--- src/rtl/code_lock_pkg.sv ---
// Shared encodings for the code lock: game states, hint codes, countdown width.
package code_lock_pkg;

  localparam int unsigned TimeW = 20;

  typedef enum logic [1:0] {
    StSetup    = 2'd0,
    StArmed    = 2'd1,
    StDefused  = 2'd2,
    StExploded = 2'd3
  } lock_state_e;

  localparam logic [1:0] HintNone   = 2'b00;
  localparam logic [1:0] HintHigher = 2'b01;  // secret is higher than the guess
  localparam logic [1:0] HintLower  = 2'b10;  // secret is lower than the guess
  localparam logic [1:0] HintEqual  = 2'b11;

  // Operands are zero-extended to 8 bits so one helper serves every code width.
  function automatic logic [1:0] cmp_hint(logic [7:0] secret, logic [7:0] guess);
    if (secret == guess) return HintEqual;
    else if (secret > guess) return HintHigher;
    else return HintLower;
  endfunction

endpackage

--- src/rtl/ms_countdown.sv ---
// Loadable saturating millisecond down-counter. A penalty amount and a one-tick
// decrement may land in the same cycle; the penalty is applied first.
// `zero` flags that this cycle's decrement lands on zero (the count shows it next cycle).
module ms_countdown #(
  parameter int unsigned Width = 20
) (
  input  logic             clk,
  input  logic             reset,
  input  logic             load,
  input  logic [Width-1:0] load_val,
  input  logic             dec_tick,
  input  logic [Width-1:0] dec_amount,
  input  logic             freeze,
  output logic [Width-1:0] count,
  output logic             zero
);

  logic [Width-1:0] count_q, count_d, after_pen, after_tick;
  logic             active;

  // Next count: load wins, otherwise saturating penalty then saturating tick.
  always_comb begin
    after_pen  = (count_q >= dec_amount) ? count_q - dec_amount : '0;
    after_tick = (dec_tick && after_pen != '0) ? after_pen - 1'b1 : after_pen;
    active     = !freeze && (dec_tick || dec_amount != '0);
    count_d    = count_q;
    if (load) count_d = load_val;
    else if (active) count_d = after_tick;
    zero = !load && active && (after_tick == '0);
  end

  // Count register with synchronous reset.
  always_ff @(posedge clk) begin
    if (reset) count_q <= '0;
    else count_q <= count_d;
  end

  assign count = count_q;

endmodule

--- src/rtl/code_lock_core.sv ---
// Multi-stage code lock with per-stage attempt limit and a millisecond countdown.
// Optional feature: define CODE_LOCK_PENALTY_EN to deduct PENALTY_MS per wrong guess.
module code_lock_core
  import code_lock_pkg::*;
#(
  parameter int unsigned NUM_STAGES = 2,
  parameter int unsigned CODE_W     = 4,
  parameter int unsigned MAX_TRIES  = 7,
  parameter int unsigned TIME_MS    = 90000,
  parameter int unsigned PENALTY_MS = 5000,
  localparam int unsigned StageW    = $clog2(NUM_STAGES + 1)
) (
  input  logic                         clk,
  input  logic                         reset,
  input  logic                         tick_1ms,
  input  logic                         start,
  input  logic                         enter,
  input  logic [NUM_STAGES*CODE_W-1:0] setup_code,
  input  logic [CODE_W-1:0]            guess,
  output logic [1:0]                   state,
  output logic [StageW-1:0]            stage,
  output logic [3:0]                   tries_left,
  output logic [TimeW-1:0]             time_left_ms,
  output logic [CODE_W-1:0]            last_guess,
  output logic [1:0]                   hint_cmp,
  output logic                         hint_parity,
  output logic                         guess_strobe
);

`ifdef CODE_LOCK_PENALTY_EN
  localparam bit PenaltyEn = 1'b1;
`else
  localparam bit PenaltyEn = 1'b0;
`endif

  lock_state_e                  state_q, state_d;
  logic [StageW-1:0]            stage_q, stage_d;
  logic [3:0]                   tries_q, tries_d;
  logic [CODE_W-1:0]            last_q, last_d, secret;
  logic [1:0]                   hint_q, hint_d;
  logic                         strobe_q, strobe_d;
  logic [NUM_STAGES*CODE_W-1:0] codes_q, codes_d;
  logic                         armed, match, wrong, last_stage;
  logic                         cd_load, cd_tick, cd_zero;
  logic [TimeW-1:0]             cd_amount, time_q;

  // Secret of the active stage; zero once every stage is done.
  always_comb begin
    secret = '0;
    for (int k = 0; k < NUM_STAGES; k++) begin
      if (stage_q == StageW'(k)) secret = codes_q[k*CODE_W +: CODE_W];
    end
  end

  assign armed      = (state_q == StArmed);
  assign match      = (guess == secret);
  assign wrong      = armed && enter && !match;
  assign last_stage = (stage_q == StageW'(NUM_STAGES - 1));
  assign cd_load    = (state_q == StSetup) && start;
  assign cd_tick    = armed && tick_1ms;
  assign cd_amount  = (PenaltyEn && wrong) ? TimeW'(PENALTY_MS) : '0;

  ms_countdown #(
    .Width(TimeW)
  ) u_countdown (
    .clk       (clk),
    .reset     (reset),
    .load      (cd_load),
    .load_val  (TimeW'(TIME_MS)),
    .dec_tick  (cd_tick),
    .dec_amount(cd_amount),
    .freeze    (!armed),
    .count     (time_q),
    .zero      (cd_zero)
  );

  // Game FSM: arming, guess evaluation, stage advance and explosion.
  always_comb begin
    state_d  = state_q;
    stage_d  = stage_q;
    tries_d  = tries_q;
    last_d   = last_q;
    hint_d   = hint_q;
    strobe_d = 1'b0;
    codes_d  = codes_q;
    unique case (state_q)
      StSetup: begin
        if (start) begin
          codes_d = setup_code;
          tries_d = 4'(MAX_TRIES);
          stage_d = '0;
          state_d = StArmed;
        end
      end
      StArmed: begin
        if (enter) begin
          last_d   = guess;
          strobe_d = 1'b1;
          hint_d   = cmp_hint(8'(secret), 8'(guess));
        end
        // Running out of time overrides whatever the guess would have done.
        if (cd_zero) begin
          state_d = StExploded;
        end else if (enter && match) begin
          stage_d = stage_q + 1'b1;
          if (last_stage) begin
            state_d = StDefused;
          end else begin
            tries_d = 4'(MAX_TRIES);
            last_d  = '0;
            hint_d  = HintNone;
          end
        end else if (enter) begin
          if (tries_q == 4'd0) state_d = StExploded;
          else tries_d = tries_q - 4'd1;
        end
      end
      default: ;  // StDefused / StExploded hold until reset
    endcase
  end

  // State registers with synchronous reset.
  always_ff @(posedge clk) begin
    if (reset) begin
      state_q  <= StSetup;
      stage_q  <= '0;
      tries_q  <= '0;
      last_q   <= '0;
      hint_q   <= HintNone;
      strobe_q <= 1'b0;
      codes_q  <= '0;
    end else begin
      state_q  <= state_d;
      stage_q  <= stage_d;
      tries_q  <= tries_d;
      last_q   <= last_d;
      hint_q   <= hint_d;
      strobe_q <= strobe_d;
      codes_q  <= codes_d;
    end
  end

  assign state        = state_q;
  assign stage        = stage_q;
  assign tries_left   = tries_q;
  assign time_left_ms = time_q;
  assign last_guess   = last_q;
  assign hint_cmp     = hint_q;
  assign hint_parity  = ^secret;
  assign guess_strobe = strobe_q;

endmodule

--- config.mk ---
export PLATFORM = sky130hd
export DESIGN_NAME = code_lock_core
export DESIGN_NICKNAME = d
export VERILOG_FILES = /design/src/rtl/code_lock_pkg.sv /design/src/rtl/ms_countdown.sv /design/src/rtl/code_lock_core.sv
export SDC_FILE = /design/constraint.sdc
export NUM_CORES = 1
export LEC_CHECK = 0
export BUFFER_PORTS_ARGS = -buffer_cell sky130_fd_sc_hd__buf_4
export CELL_PAD_IN_SITES_DETAIL_PLACEMENT = 0
export CELL_PAD_IN_SITES_GLOBAL_PLACEMENT = 2
export CORE_UTILIZATION = 37
export CTS_BUF_LIST = sky130_fd_sc_hd__clkbuf_16
export CTS_CLUSTER_SIZE = 25
export DETAILED_ROUTE_END_ITERATION = 7
export PLACE_DENSITY_LB_ADDON = 0.1
export SLEW_MARGIN = 0
export SYNTH_ARGS = -nofsm -noshare
export SYNTH_HDL_FRONTEND = slang
export SYNTH_HIERARCHICAL = 1
export SYNTH_SLANG_ARGS = --single-unit
--- constraint.sdc ---
create_clock -name clk -period 12 [get_ports clk]
set_input_delay 3 -clock clk [delete_from_list [all_inputs] [get_ports clk]]
set_output_delay 3 -clock clk [all_outputs]
set_load 0.02 [all_outputs]
======== After elaboration in Yosys (flattened, before gate mapping) ========
Index checks and enable logic that the tools add are counted.
word-level totals
  register bits ........................... 43
  latch bits .............................. 0
  memory bits (writable) .................. 0
  ROM bits ................................ 0
  word-level logic and storage cells ...... 85
  memories kept ........................... 0
cells by class
  $add $sub $neg .......................... 3
  $mul .................................... 0
  divide/modulo/power cells ............... 0
  $lt $le $gt $ge ......................... 2
  equality and inequality tests ........... 13
  shifts and indexed selects .............. 0
  mux-type cells .......................... 35
  bitwise operators ....................... 1
  reductions and logical operators ........ 22
operators with widths
  cell                                                   number
  2-to-1 mux 4 bit                                       12
  2-to-1 mux 20 bit                                      2
  2-to-1 mux 17 bit                                      2
  2-to-1 mux 2 bit                                       15
  >= comparator 20 x 1 -> 1 bit (second input constant)  1
  logical NOT 20 bit                                     1
  nonzero test 20 bit                                    1
  subtractor 20 x 1 -> 20 bit (second input constant)    1
  equality test 4 bit                                    2
  case mux 2 bit (2 select lines)                        2
  case mux 4 bit (2 select lines)                        1
  logical AND 1 bit                                      7
  != test 3 bit (second input constant)                  2
  AND reduction 6 bit                                    1
  AND reduction 5 bit                                    1
  equality test 2 x 1 -> 1 bit (second input constant)   2
  greater-than comparator 4 bit                          1
  logical NOT 2 bit                                      2
  logical NOT 4 bit                                      1
  != test 2 bit (second input constant)                  2
  != test 4 x 1 -> 1 bit (second input constant)         1
  != test 4 x 2 -> 1 bit (second input constant)         1
  != test 4 bit (second input constant)                  1
  AND reduction 4 bit                                    1
  11 further kinds                                       13

======== Longest topological paths before layout ========
Gate-level depths: netlist of the first run.
  word-level depth ........................ 10
  depth in mapped cells ................... 25
  gate-level depth less buffers ........... 23

======== Modules after synthesis ========
Netlist of the first run, hierarchy kept.
modules (own cells, without submodules)
  module          instances  cells each  area an instance (sq um)  sequential area each (sq um)
  ms_countdown    1          483         3319.4                    400.4
  code_lock_core  1          141         1266.2                    460.4

======== Least setup slack after synthesis of the first run ========
No wires, ideal clock.
  path type ............................... in2reg
  from .................................... in tick_1ms
  to ...................................... reg tries_q[3], in the netlist tries_left[3]
  setup time .............................. 79 ps
  data arrival time ....................... 5391 ps
  data required time ...................... 11921 ps
  setup slack ............................. 6530 ps
  stages on the path ...................... 11
  path buffers ............................ 1
  cell sequence ........................... and2_1 clkbuf_1 nand2_1 o41ai_1 a21boi_1 nand4_1 nor4_1 nand2b_1 a21oi_2 o211a_1 a211oi_2
between the ends
  cells in the longest elaborated chain, start to end .. 7
RTL lines
  item                             RTL line               text
  start, declared                  code_lock_core.sv:15   input logic tick_1ms,
  logical AND 1 bit *              code_lock_core.sv:60   assign cd_tick = armed && tick_1ms;
  logical AND 1 bit                ms_countdown.sv:24     after_tick = (dec_tick && after_pen != '0) ? after_pen - 1'b1 : after_pen;
  2-to-1 mux 20 bit                ms_countdown.sv:24
  logical NOT 20 bit               ms_countdown.sv:29     zero = !load && active && (after_tick == '0);
  logical AND 1 bit *              ms_countdown.sv:29
  named net cd_zero                code_lock_core.sv:44   logic cd_load, cd_tick, cd_zero;
  != test 2 bit (no line) *        n/a
  AND reduction 6 bit (no line) *  n/a
  end signal, assigned             code_lock_core.sv:135  tries_q <= tries_d;
  end, declared                    code_lock_core.sv:38   logic [3:0] tries_q, tries_d;
Mark *: on every way through the listed nets, which the timed path passes. The rest lies on a longest branch.
A chain may end at the register's enable or synchronous reset.

======== Worst setup path after layout of the first run ========
  from .................................... reg u_countdown.count_q[9], in the netlist u_countdown/count[9]
  to ...................................... reg hint_q[1], in the netlist hint_cmp[1]
between the ends
  cells in the longest elaborated chain, start to end .. 8
RTL lines
  item                                                                 RTL line               text
  start, declared                                                      ms_countdown.sv:18     logic [Width-1:0] count_q, count_d, after_pen, after_tick;
  start signal, assigned                                               ms_countdown.sv:35     else count_q <= count_d;
  >= comparator 20 x 1 -> 1 bit                                        ms_countdown.sv:23     after_pen = (count_q >= dec_amount) ? count_q - dec_amount : '0;
  2-to-1 mux 20 bit *                                                  ms_countdown.sv:23
  branches (longest 2 deep; another with subtractor 20 x 1 -> 20 bit)  n/a
  2-to-1 mux 20 bit *                                                  ms_countdown.sv:24
  logical NOT 20 bit *                                                 ms_countdown.sv:29
  logical AND 1 bit *                                                  ms_countdown.sv:29
  named net cd_zero                                                    code_lock_core.sv:44
  2-to-1 mux 2 bit *                                                   code_lock_core.sv:102  if (cd_zero) begin
  end signal, assigned                                                 code_lock_core.sv:129  hint_q <= HintNone;
  end signal, assigned                                                 code_lock_core.sv:137  hint_q <= hint_d;
  end, declared                                                        code_lock_core.sv:40   logic [1:0] hint_q, hint_d;
Mark *: on every way through the listed nets, which the timed path passes.

==> results of run 1 <==
[worst max path at each step]
stage / to / slack, ps / cells past startpoint
finish: hint_cmp[1] / 5790 / 18
global route: hint_cmp[1] / 5340 / 18
CTS: hint_cmp[1] / 5890 / 18
detailed placement: hint_cmp[1] / 5630 / 10
global placement: hint_cmp[1] / 5710 / 10
floorplan: tries_left[3] / 6530 / 11
[area by class of cell]
type / count / area [um2] / area share [%]
Clock buffer: 5 / 125 / 2.31
Clock inverter: 3 / 26.3 / 0.485
Inverter: 39 / 146 / 2.70
Multi-Input combinational cell: 563 / 3630 / 67.0
Sequential cell: 43 / 861 / 15.9
Tap cell: 168 / 210 / 3.88
Timing Repair Buffer: 56 / 420 / 7.76
[cell usage in the layout, fill, tap and decap left out, drive strengths merged, types with 4 or more instances in the layout]
master / instances
a21oi: 56
conb: 56
a31oi: 9
nor2b: 6
nand3: 12
nor4: 14
nor2: 64
or3: 4
mux2i: 16
a211oi: 12
clkbuf: 5
o31ai: 4
ha: 29
buf: 56
a211o: 10
inv: 41
and4: 4
nand4: 14
nor3: 13
and3: 4
a21o: 10
o211ai: 13
xor2: 8
mux2: 6
or2: 7
xnor2: 7
dfxtp: 43
a221oi: 4
and2: 13
o21ai: 30
nand2: 72
nand2b: 7
[cell families after synthesis]
logic type,share of synthesized area [%]
simple gates,28.8
compound gates,29.5
buf+inv,6.63
other cells,0.164
mux,4.97
xor+xnor,2.87
fa+ha+maj,8.35
flops,18.8
[per-layer routing]
| layer | routed length, um | part of all wire, % | vias to the layer above | global-route usage, % |
|---|---|---|---|---|
| met3 | 662 | 4.8 | 38 | 2.62 |
| met4 | 454 | 3.3 | 0 | 9.12 |
| li1 | - | - | 2423 | - |
| met1 | 6250 | 45 | 2222 | 28.4 |
| met2 | 6460 | 47 | 166 | 37.8 |
| met5 | 0 | 0 | - | 0 |
[registers in the layout (all words and copies together), names as in the netlist]
| name | cells |
|---|---|
| codes_q | 8 |
| stage | 2 |
| tries_left | 4 |
| last_guess | 4 |
| hint_cmp | 2 |
| u_countdown/count | 20 |
| state | 2 |
| guess_strobe | 1 |
[power breakdown]
part | total, uW | switching, uW | internal [uW]
clock | 142 | 62.9 | 79.1
sequential | 170 | 13.8 | 156
combinational | 318 | 199 | 119
total | 630 | 276 | 354
[critical path, delay by kind of cell (launching register included)]
| family | cells | cell delay (ps) |
|---|---|---|
| and+or+nand+nor | 10 | 3130 |
| adders and majority gates | 2 | 820 |
| AOI/OAI and AO/OA | 6 | 1810 |
| DFF | 1 | 350 |
[per-stage QoR]
step	cells	instance area, um2	utilization, %	hold WS, ps	power [uW]
after floorplan	678	4790	-	452	402
after global placement	869	5270	43.7	453	487
after detailed placement	869	5270	43.7	456	485
after CTS	877	5420	44.9	466	633
after global routing	877	5420	44.9	483	674
final	877	5420	44.9	465	630
==> results.py, run 1 <==
metrics = {
    "status": {
        "status": "complete, no violations",
    },
    "sta": {
        "final.min_clock_period_ps": 6210,
        "worst_pin_slew_ps": 1030,
        "max_freq_mhz": 161,
        "drv_slew": 0,
        "hold_viol": 0,
        "fin_ws_ps": 5790,
        "fin_skew_ps": 5.85,
        "finalSetupViolCount": 0,
        "setup_tns_ps": 0,
        "fin_crit_sh_pct": 51.8,
        "maxSlewHeadroom_pct": 30.7,
        "rsz0062_at_grt": "no",
    },
    "power_and_ir_drop": {
        "vdd_drop_max_mv": 0.0686,
        "leakage_uw": 0.00221,
        "powerDensity_mw_per_mm2": 116,
    },
    "worst_setup_path": {
        "worstPathMaxFanout": 25,
        "r2r_cells": 18,
        "arrival_ps": 6410,
        "timing.rr.end": "hint_cmp[1]",
        "critical_path.cell_chain": "ha_1 > nand4_1 > a2111oi_0 > a211oi_1 > nor4_1 > or2_2 > nand2b_1 > ha_1 > nor2b_1 > o211ai_1 > nand2_1 > and2_1 > o32ai_1 > nand4_1 > nor4_1 > nor3_2 > a21o_1 > a311oi_1",
        "slowest_delay_ps": 900,
        "cp_slowest_cell": "nor4_1",
        "critPathRequiredTime_ps": 12200,
        "critical_path_class": "reg -> reg",
        "setup.worst_path.start_class": "register",
        "cp-end-kind": "register",
        "r2r_setup_slack_ps": 5790,
        "startpoint": "u_countdown/count[9]",
        "r2r_start": "u_countdown/count[9]",
    },
    "synthesis": {
        "yosys_warnings": 6,
        "ys_top_cells_by_area": "dfxtp_1, ha_1, nand2_1",
        "synth_enable_flop_cells": 0,
        "synthArstFlopShare_pct": 0,
        "synth_top_area_share_pct": 18.8,
        "synth-seq-cells": 43,
        "synth_cell_types": 88,
        "yosysTopAreaCell": "dfxtp_1",
        "synth.most_common_cell": "nand2_1",
        "synth_area_mm2": 0.00459,
        "synthCells": 624,
        "syn_area_per_cell_um2": 7.35,
        "yosys_most_used_dff": "dfxtp_1",
        "ys_seq_area_share_pct": 18.8,
        "synth_common_cells": "nand2_1, nor2_1, a21oi_1, dfxtp_1, inv_1",
    },
    "layout": {
        "n_antenna_cell": 0,
        "area_growth_pct": 18.2,
        "layout.nets": 755,
        "n_fill_cell": 1244,
        "layout-drive-gt1-share_pct": 15.1,
    },
    "flow_run": {
        "maxCapViolations": 0,
    },
    "route": {
        "via_count": 4849,
        "drtPass1Iterations": 5,
        "drt_iter0_drc": 431,
        "wl_um": 13800,
        "wl_per_cell_um": 15.8,
        "ant_nets": 0,
        "drcViolationCount": 0,
        "vias_per_cell": 5.53,
    },
    "placement": {
        "post-place-ws_ps": 5630,
        "port-buffer-count": 52,
        "place.gp.congestion": 0.888,
        "hpwl_um": 10700,
    },
    "clocking": {
        "cts-resized-gates": 0,
        "clk_path_buf_depth": 2,
        "cts_buffers": 5,
        "post-cts-setup-buffer-count": 0,
        "cts_tree": "done",
        "ctsHoldBuffers": 0,
        "clkTransAtPathRegs_ps": 70,
        "clk-insertion-delay-late_ps": 290,
        "root_buffer": "clkbuf_16",
        "ctsHtreeMaxLevel": 2,
        "cts.sinks": 43,
    },
    "hold_path": {
        "min_to": "last_guess[1]",
        "hp-class": "reg -> reg",
        "hold-path-cell-count": 2,
        "min-delay-start": "last_guess[1]",
    },
    "floorplanning": {
        "die_w_um": 113,
        "pin_count": 53,
        "die_height_um": 113,
        "die_area_mm2": 0.0128,
        "fp-row-count": 40,
        "initial_utilization_pct": 38.0,
        "core-area_mm2": 0.0121,
    },
    "global_routing": {
        "grt_pass1_wl_um": 22600,
        "grt_usage_pct": 22.2,
        "antenna_found_initial": 0,
        "grt-ovfl-total": 0,
        "grt_pass1_vias": 4520,
        "grt_max_degree": 45,
    },
}
Power figures use the tool's default switching activity.
==> run 2: changes to the inputs <==
--- a/config.mk
+++ b/config.mk
@@ -8,7 +8,7 @@
 export BUFFER_PORTS_ARGS = -buffer_cell sky130_fd_sc_hd__buf_4
 export CELL_PAD_IN_SITES_DETAIL_PLACEMENT = 0
 export CELL_PAD_IN_SITES_GLOBAL_PLACEMENT = 2
-export CORE_UTILIZATION = 37
+export CORE_UTILIZATION = 34
 export CTS_BUF_LIST = sky130_fd_sc_hd__clkbuf_16
 export CTS_CLUSTER_SIZE = 25
 export DETAILED_ROUTE_END_ITERATION = 7
==> constraint.sdc (replaced) <==
create_clock -name clk -period 5.9 [get_ports clk]
set_input_delay 1.475 -clock clk [delete_from_list [all_inputs] [get_ports clk]]
set_output_delay 1.475 -clock clk [all_outputs]
set_load 0.02 [all_outputs]
==> results.py, run 2 (synthesized netlist as in run 1, its figures left out) <==
metrics = {
    "worst_setup_path": {
        "r2r_setup_slack_ps": 540,
        "setup.worst_path.start_class": "register",
        "worstPathMaxFanout": 10,
        "slowest_delay_ps": 540,
        "arrival_ps": 5590,
        "r2r_start": "u_countdown/count[7]",
        "critical_path_class": "reg -> reg",
        "critical_path.cell_chain": "ha_1 > a21oi_1 > o211ai_1 > a211oi_1 > nor4_1 > or2_2 > nand2b_1 > ha_1 > nor2b_1 > o211ai_1 > a211oi_2 > nor3_1 > a31oi_1 > nand4_1 > nor4_1 > buf_4 > nand2b_1 > a21oi_2 > o211a_1 > a211oi_2",
        "timing.rr.end": "tries_left[3]",
        "cp-end-kind": "register",
        "cp_slowest_cell": "a211oi_1",
        "r2r_cells": 20,
        "critPathRequiredTime_ps": 6130,
    },
    "route": {
        "drcViolationCount": 0,
        "wl_met1_um": 6690,
        "drtPass1Iterations": 6,
        "drt_iter0_drc": 290,
        "wl_um": 14500,
        "wl_per_cell_um": 16.4,
        "met2_length_um": 6790,
        "ant_nets": 0,
        "wl_met3_um": 729,
        "vias_per_cell": 5.45,
        "top_layer": "met4",
        "via_count": 4836,
    },
    "sta": {
        "rsz0062_at_grt": "no",
        "hold_viol": 0,
        "finalSetupViolCount": 0,
        "fin_skew_ps": 6.51,
        "fin_ws_ps": 539,
        "drv_slew": 0,
        "setup_tns_ps": 0,
        "worst_pin_slew_ps": 726,
        "max_freq_mhz": 187,
        "final.min_clock_period_ps": 5360,
        "fin_crit_sh_pct": 90.9,
        "maxSlewHeadroom_pct": 51.1,
    },
    "power_and_ir_drop": {
        "leakage_uw": 0.00222,
        "switching_share_pct": 44.6,
        "p_seq_share_pct": 26.3,
        "vdd_drop_max_mv": 0.125,
        "powerDensity_mw_per_mm2": 239,
        "clkPwrFrac_pct": 23.1,
        "pwr-share-comb_pct": 50.6,
        "p_int_uw": 724,
        "p_sw_uw": 582,
    },
    "floorplanning": {
        "core-area_mm2": 0.0132,
        "die_area_mm2": 0.0140,
        "initial_utilization_pct": 34.8,
        "pin_count": 53,
        "fp-row-count": 42,
        "die_w_um": 118,
        "die_height_um": 118,
    },
    "global_routing": {
        "grt_pass1_wl_um": 23200,
        "antenna_found_initial": 0,
        "grt-ovfl-total": 0,
        "grt_usage_pct": 20.9,
        "grt_max_degree": 44,
        "grt_pass1_vias": 4475,
    },
    "placement": {
        "port-buffer-count": 52,
        "post-place-ws_ps": 660,
        "placed_area_mm2": 0.00530,
        "hpwl_um": 11200,
        "place.gp.congestion": 0.908,
    },
    "layout": {
        "postLayoutCellArea_mm2": 0.00545,
        "layout_common_cells": "nand2_1, nor2_1, buf_4",
        "largest_reg_flops": 20,
        "finish.utilization_pct": 41.3,
        "n_antenna_cell": 0,
        "layout.nets": 758,
        "layout-drive-gt1-share_pct": 15.4,
        "area_growth_pct": 18.9,
        "final_common_cell": "nand2_1",
    },
    "clocking": {
        "cts_tree": "done",
        "root_buffer": "clkbuf_16",
        "ctsHoldBuffers": 0,
        "ctsHtreeMaxLevel": 2,
        "cts-resized-gates": 0,
        "clkTransAtPathRegs_ps": 70,
        "cts.sinks": 43,
        "cts_buffers": 5,
        "clk-insertion-delay-late_ps": 300,
        "post-cts-setup-buffer-count": 0,
        "clk_path_buf_depth": 2,
    },
    "hold_path": {
        "hp-class": "reg -> reg",
        "hold-path-cell-count": 2,
        "min_to": "last_guess[2]",
        "min-delay-start": "last_guess[2]",
    },
    "status": {
        "status": "complete, no violations",
    },
    "flow_run": {
        "maxCapViolations": 0,
    },
}
==> run 2: final cells by class <==
| cell class | count | area, um2 |
|---|---|---|
| Inverter | 39 | 146 |
| Clock inverter | 3 | 26.3 |
| Timing Repair Buffer | 59 | 443 |
| Tap cell | 176 | 220 |
| Multi-Input combinational cell | 563 | 3630 |
| Sequential cell | 43 | 861 |
| Fill cell | 1391 | 7740 |
| Clock buffer | 5 | 125 |
==> run 2: worst max-delay path by stage <==
stage	from	to	slack, ps	cells after the start
final	u_countdown/count[7]	tries_left[3]	540	20
after global routing	u_countdown/count[7]	tries_left[1]	90	20
after CTS	u_countdown/count[11]	tries_left[1]	600	20
after detailed placement	u_countdown/count[11]	tries_left[1]	660	20
after global placement	u_countdown/count[11]	tries_left[1]	550	20
after floorplan	u_countdown/count[9]	tries_left[3]	670	22
==> run 2: power groups by stage <==
stage / Clock (uW) / Sequential [uW] / Combinational, uW
finish: 302 / 343 / 661
global route: 324 / 347 / 720
CTS: 313 / 343 / 653
detailed placement: 0 / 350 / 649
global placement: 0 / 348 / 656
floorplan: 0 / 369 / 448
==> run 2: worst max-delay path: cells and delay by family (launching register included) <==
family | cells | cell delay, ps
AOI/OAI and AO/OA | 9 | 2470
and+or+nand+nor | 8 | 1590
adders and majority gates | 2 | 640
DFF | 1 | 370
buffers and inverters | 1 | 210
==> run 2: per-layer routing <==
| layer | vias to the layer above | GRT usage, % |
|---|---|---|
| met3 | 28 | 2.94 |
| li1 | 2425 | - |
| met5 | - | 0 |
| met1 | 2232 | 27.3 |
| met4 | 0 | 6.65 |
| met2 | 151 | 35.3 |
==> run 2: stage by stage <==
stage / total power [uW] / std cells / hold WS, ps
finish: 1310 / 888 / 460
global route: 1390 / 888 / 486
floorplan: 817 / 678 / 452
CTS: 1310 / 888 / 463
detailed placement: 999 / 880 / 452
global placement: 1000 / 880 / 455
==> run 3: changes to the inputs <==
--- a/config.mk
+++ b/config.mk
@@ -8,7 +8,7 @@
 export BUFFER_PORTS_ARGS = -buffer_cell sky130_fd_sc_hd__buf_4
 export CELL_PAD_IN_SITES_DETAIL_PLACEMENT = 0
 export CELL_PAD_IN_SITES_GLOBAL_PLACEMENT = 2
-export CORE_UTILIZATION = 34
+export CORE_UTILIZATION = 31
 export CTS_BUF_LIST = sky130_fd_sc_hd__clkbuf_16
 export CTS_CLUSTER_SIZE = 25
 export DETAILED_ROUTE_END_ITERATION = 7
@@ -16,5 +16,4 @@
 export SLEW_MARGIN = 0
 export SYNTH_ARGS = -nofsm -noshare
 export SYNTH_HDL_FRONTEND = slang
-export SYNTH_HIERARCHICAL = 1
 export SYNTH_SLANG_ARGS = --single-unit
==> results.py, run 3 <==
metrics = {
    "sta": {
        "rsz0062_at_grt": "no",
        "setup_tns_ps": 0,
        "max_freq_mhz": 262,
        "final.min_clock_period_ps": 3810,
        "fin_crit_sh_pct": 64.6,
        "maxSlewHeadroom_pct": 26.3,
        "hold_viol": 0,
        "finalSetupViolCount": 0,
        "holdWs_ps": 456,
        "fin_skew_ps": 2.84,
        "drv_slew": 0,
        "worst_pin_slew_ps": 1100,
    },
    "layout": {
        "layout.nets": 362,
        "layout-drive-gt1-share_pct": 22.3,
        "ff_latch_area_um2": 861,
        "area_growth_pct": 24.4,
        "largest_reg_flops": 20,
        "final_common_cell": "buf_4",
        "multi_input_area_mm2": 0.00144,
        "finish.utilization_pct": 40.9,
        "postLayoutCellArea_mm2": 0.00303,
        "n_fill_cell": 784,
        "n_antenna_cell": 0,
        "layout_common_cells": "buf_4, dfxtp_1, nand2_1",
    },
    "synthesis": {
        "syn_area_per_cell_um2": 8.29,
        "syn_nets": 320,
        "synth_compound_area_share_pct": 19.1,
        "yosysTopAreaCell": "dfxtp_1",
        "synth-seq-cells": 43,
        "synth_common_cells": "dfxtp_1, nand2_1, a21oi_1, nor2_1, nor3_1",
        "synth_enable_flop_cells": 0,
        "synthArstFlopShare_pct": 0,
        "synth_xor_area_share_pct": 4.67,
        "ys_top_cells_by_area": "dfxtp_1, nand2_1, a21oi_1",
        "synthCells": 294,
        "synth-simple-area-share_pct": 30.1,
        "synthAdderAreaFrac_pct": 4.62,
        "synth_cell_types": 56,
        "synth_area_mm2": 0.00244,
        "yosys_warnings": 0,
        "synth_top_area_share_pct": 35.3,
        "yosys_most_used_dff": "dfxtp_1",
        "synth.most_common_cell": "dfxtp_1",
        "synthMuxAreaShare_pct": 0.410,
        "synth_top_family_by_area": "simple AND/OR/NAND/NOR gates",
        "ys_seq_area_share_pct": 35.3,
    },
    "global_routing": {
        "grt-ovfl-total": 0,
        "grt_pass1_wl_um": 10700,
        "grt_max_degree": 30,
        "grt_usage_pct": 16.3,
        "grt_pass1_vias": 2052,
        "antenna_found_initial": 0,
    },
    "floorplanning": {
        "initial_utilization_pct": 32.9,
        "die_area_mm2": 0.00822,
        "pin_count": 53,
        "die_w_um": 90.7,
        "die_height_um": 90.7,
        "fp-row-count": 31,
        "core-area_mm2": 0.00741,
    },
    "clocking": {
        "cts.sinks": 43,
        "cts_buffers": 5,
        "clk-insertion-delay-late_ps": 280,
        "ctsHoldBuffers": 0,
        "cts_tree": "done",
        "root_buffer": "clkbuf_16",
        "ctsHtreeMaxLevel": 2,
        "clkTransAtPathRegs_ps": 60,
        "cts-resized-gates": 0,
        "clk_path_buf_depth": 2,
        "post-cts-setup-buffer-count": 0,
    },
    "route": {
        "wl_um": 6560,
        "drtPass1Iterations": 4,
        "met2_length_um": 3060,
        "wl_met1_um": 3200,
        "via_count": 2266,
        "vias_per_cell": 5.20,
        "wl_per_cell_um": 15.1,
        "drt_iter0_drc": 80,
        "drcViolationCount": 0,
        "wl_met3_um": 215,
        "ant_nets": 0,
        "top_layer": "met4",
    },
    "power_and_ir_drop": {
        "totalPowerFinal_uw": 855,
        "powerDensity_mw_per_mm2": 282,
        "vdd_drop_max_mv": 0.0980,
        "p_int_uw": 595,
        "p_seq_share_pct": 40.0,
        "leakage_uw": 0.00118,
        "p_sw_uw": 259,
        "switching_share_pct": 30.4,
        "pwr-share-comb_pct": 23.9,
        "clkPwrFrac_pct": 36.1,
    },
    "worst_setup_path": {
        "slowest_delay_ps": 690,
        "critPathRequiredTime_ps": 6080,
        "critical_path.cell_chain": "buf_4 > and3b_1 > nand3_2 > nor4b_2 > xnor2_1 > o2111ai_2 > a211oi_2 > nor4_1 > a2111oi_2",
        "cp-end-kind": "register",
        "crit_family": "compound AO/OA/AOI/OAI gates",
        "critical_path_class": "in -> reg",
        "cp_slowest_cell": "a211oi_2",
        "timing.rr.end": "tries_left[2]",
        "r2r_start": "u_countdown.count[0]",
        "worstPathMaxFanout": 12,
        "r2r_setup_slack_ps": 2670,
        "arrival_ps": 3990,
        "setup.worst_path.start_class": "input pin",
        "r2r_cells": 10,
        "path_buf_inv": 1,
    },
    "flow_run": {
        "maxCapViolations": 0,
    },
    "placement": {
        "hpwl_um": 4880,
        "place.gp.congestion": 0.884,
        "port-buffer-count": 52,
        "placed_area_mm2": 0.00287,
    },
    "hold_path": {
        "min-delay-start": "codes_q[6]",
        "hp-class": "reg -> reg",
        "min_to": "codes_q[6]",
        "hold-path-cell-count": 2,
    },
    "status": {
        "status": "complete, no violations",
    },
}
[run 3: worst reg2reg max path, cell delays in order (launching register included)]
cell and delay (ps):
dfxtp_1 370, inv_1 100, ha_1 150, nor4b_2 370, and2_1 310, a21oi_2 170, nor3_1 280, o2111ai_2 170
a211oi_2 690, nor4_1 180, a2111oi_2 350
[run 3: final cells by class]
type / instances / share of cell area (%)
tap: 99 / 4.08
clock buffer: 5 / 4.13
timing repair buffer: 52 / 12.9
multi-input combinational: 220 / 47.5
sequential: 43 / 28.4
inverter: 14 / 1.73
clock inverter: 3 / 1.28
[run 3: worst max-delay path by stage]
stage / startpoint / end / depth (start not counted) / slack, ps
after global routing: tick_1ms / tries_left[2] / 9 / 1880
after CTS: tick_1ms / tries_left[2] / 9 / 2080
after detailed placement: tick_1ms / tries_left[2] / 9 / 1800
after global placement: tick_1ms / tries_left[2] / 9 / 1860
after floorplan: tick_1ms / tries_left[2] / 10 / 2480
final: tick_1ms / tries_left[2] / 9 / 2090
[run 3: routing by layer]
metal	vias to the layer above	GRT usage, %
met5	-	0
met4	0	5.78
met3	7	2.95
met2	45	25.6
met1	1064	22.2
li1	1150	-
[run 3: per-stage QoR]
stage | instances | setup WS (ps)
3_5_place_dp | 428 | 1800
2_1_floorplan | 294 | 2480
3_3_place_gp | 428 | 1860
4_1_cts | 436 | 2080
5_1_grt | 436 | 1880
6_report | 436 | 2090
[run 3: power by group through the flow]
stage	sequential [uW]	combinational, uW	clock (uW)
floorplan	355	133	0
global placement	349	207	0
detailed placement	348	205	0
CTS	342	206	320
global route	347	225	335
finish	342	204	309
[run 3: logic make-up after synthesis]
family,after synthesis
xor gates and xnor gates,13
and+or+nand+nor,132
adders and majority gates,9
DFF,43
AOI/OAI and AO/OA,65
muxes,1
buffers and inverters,31
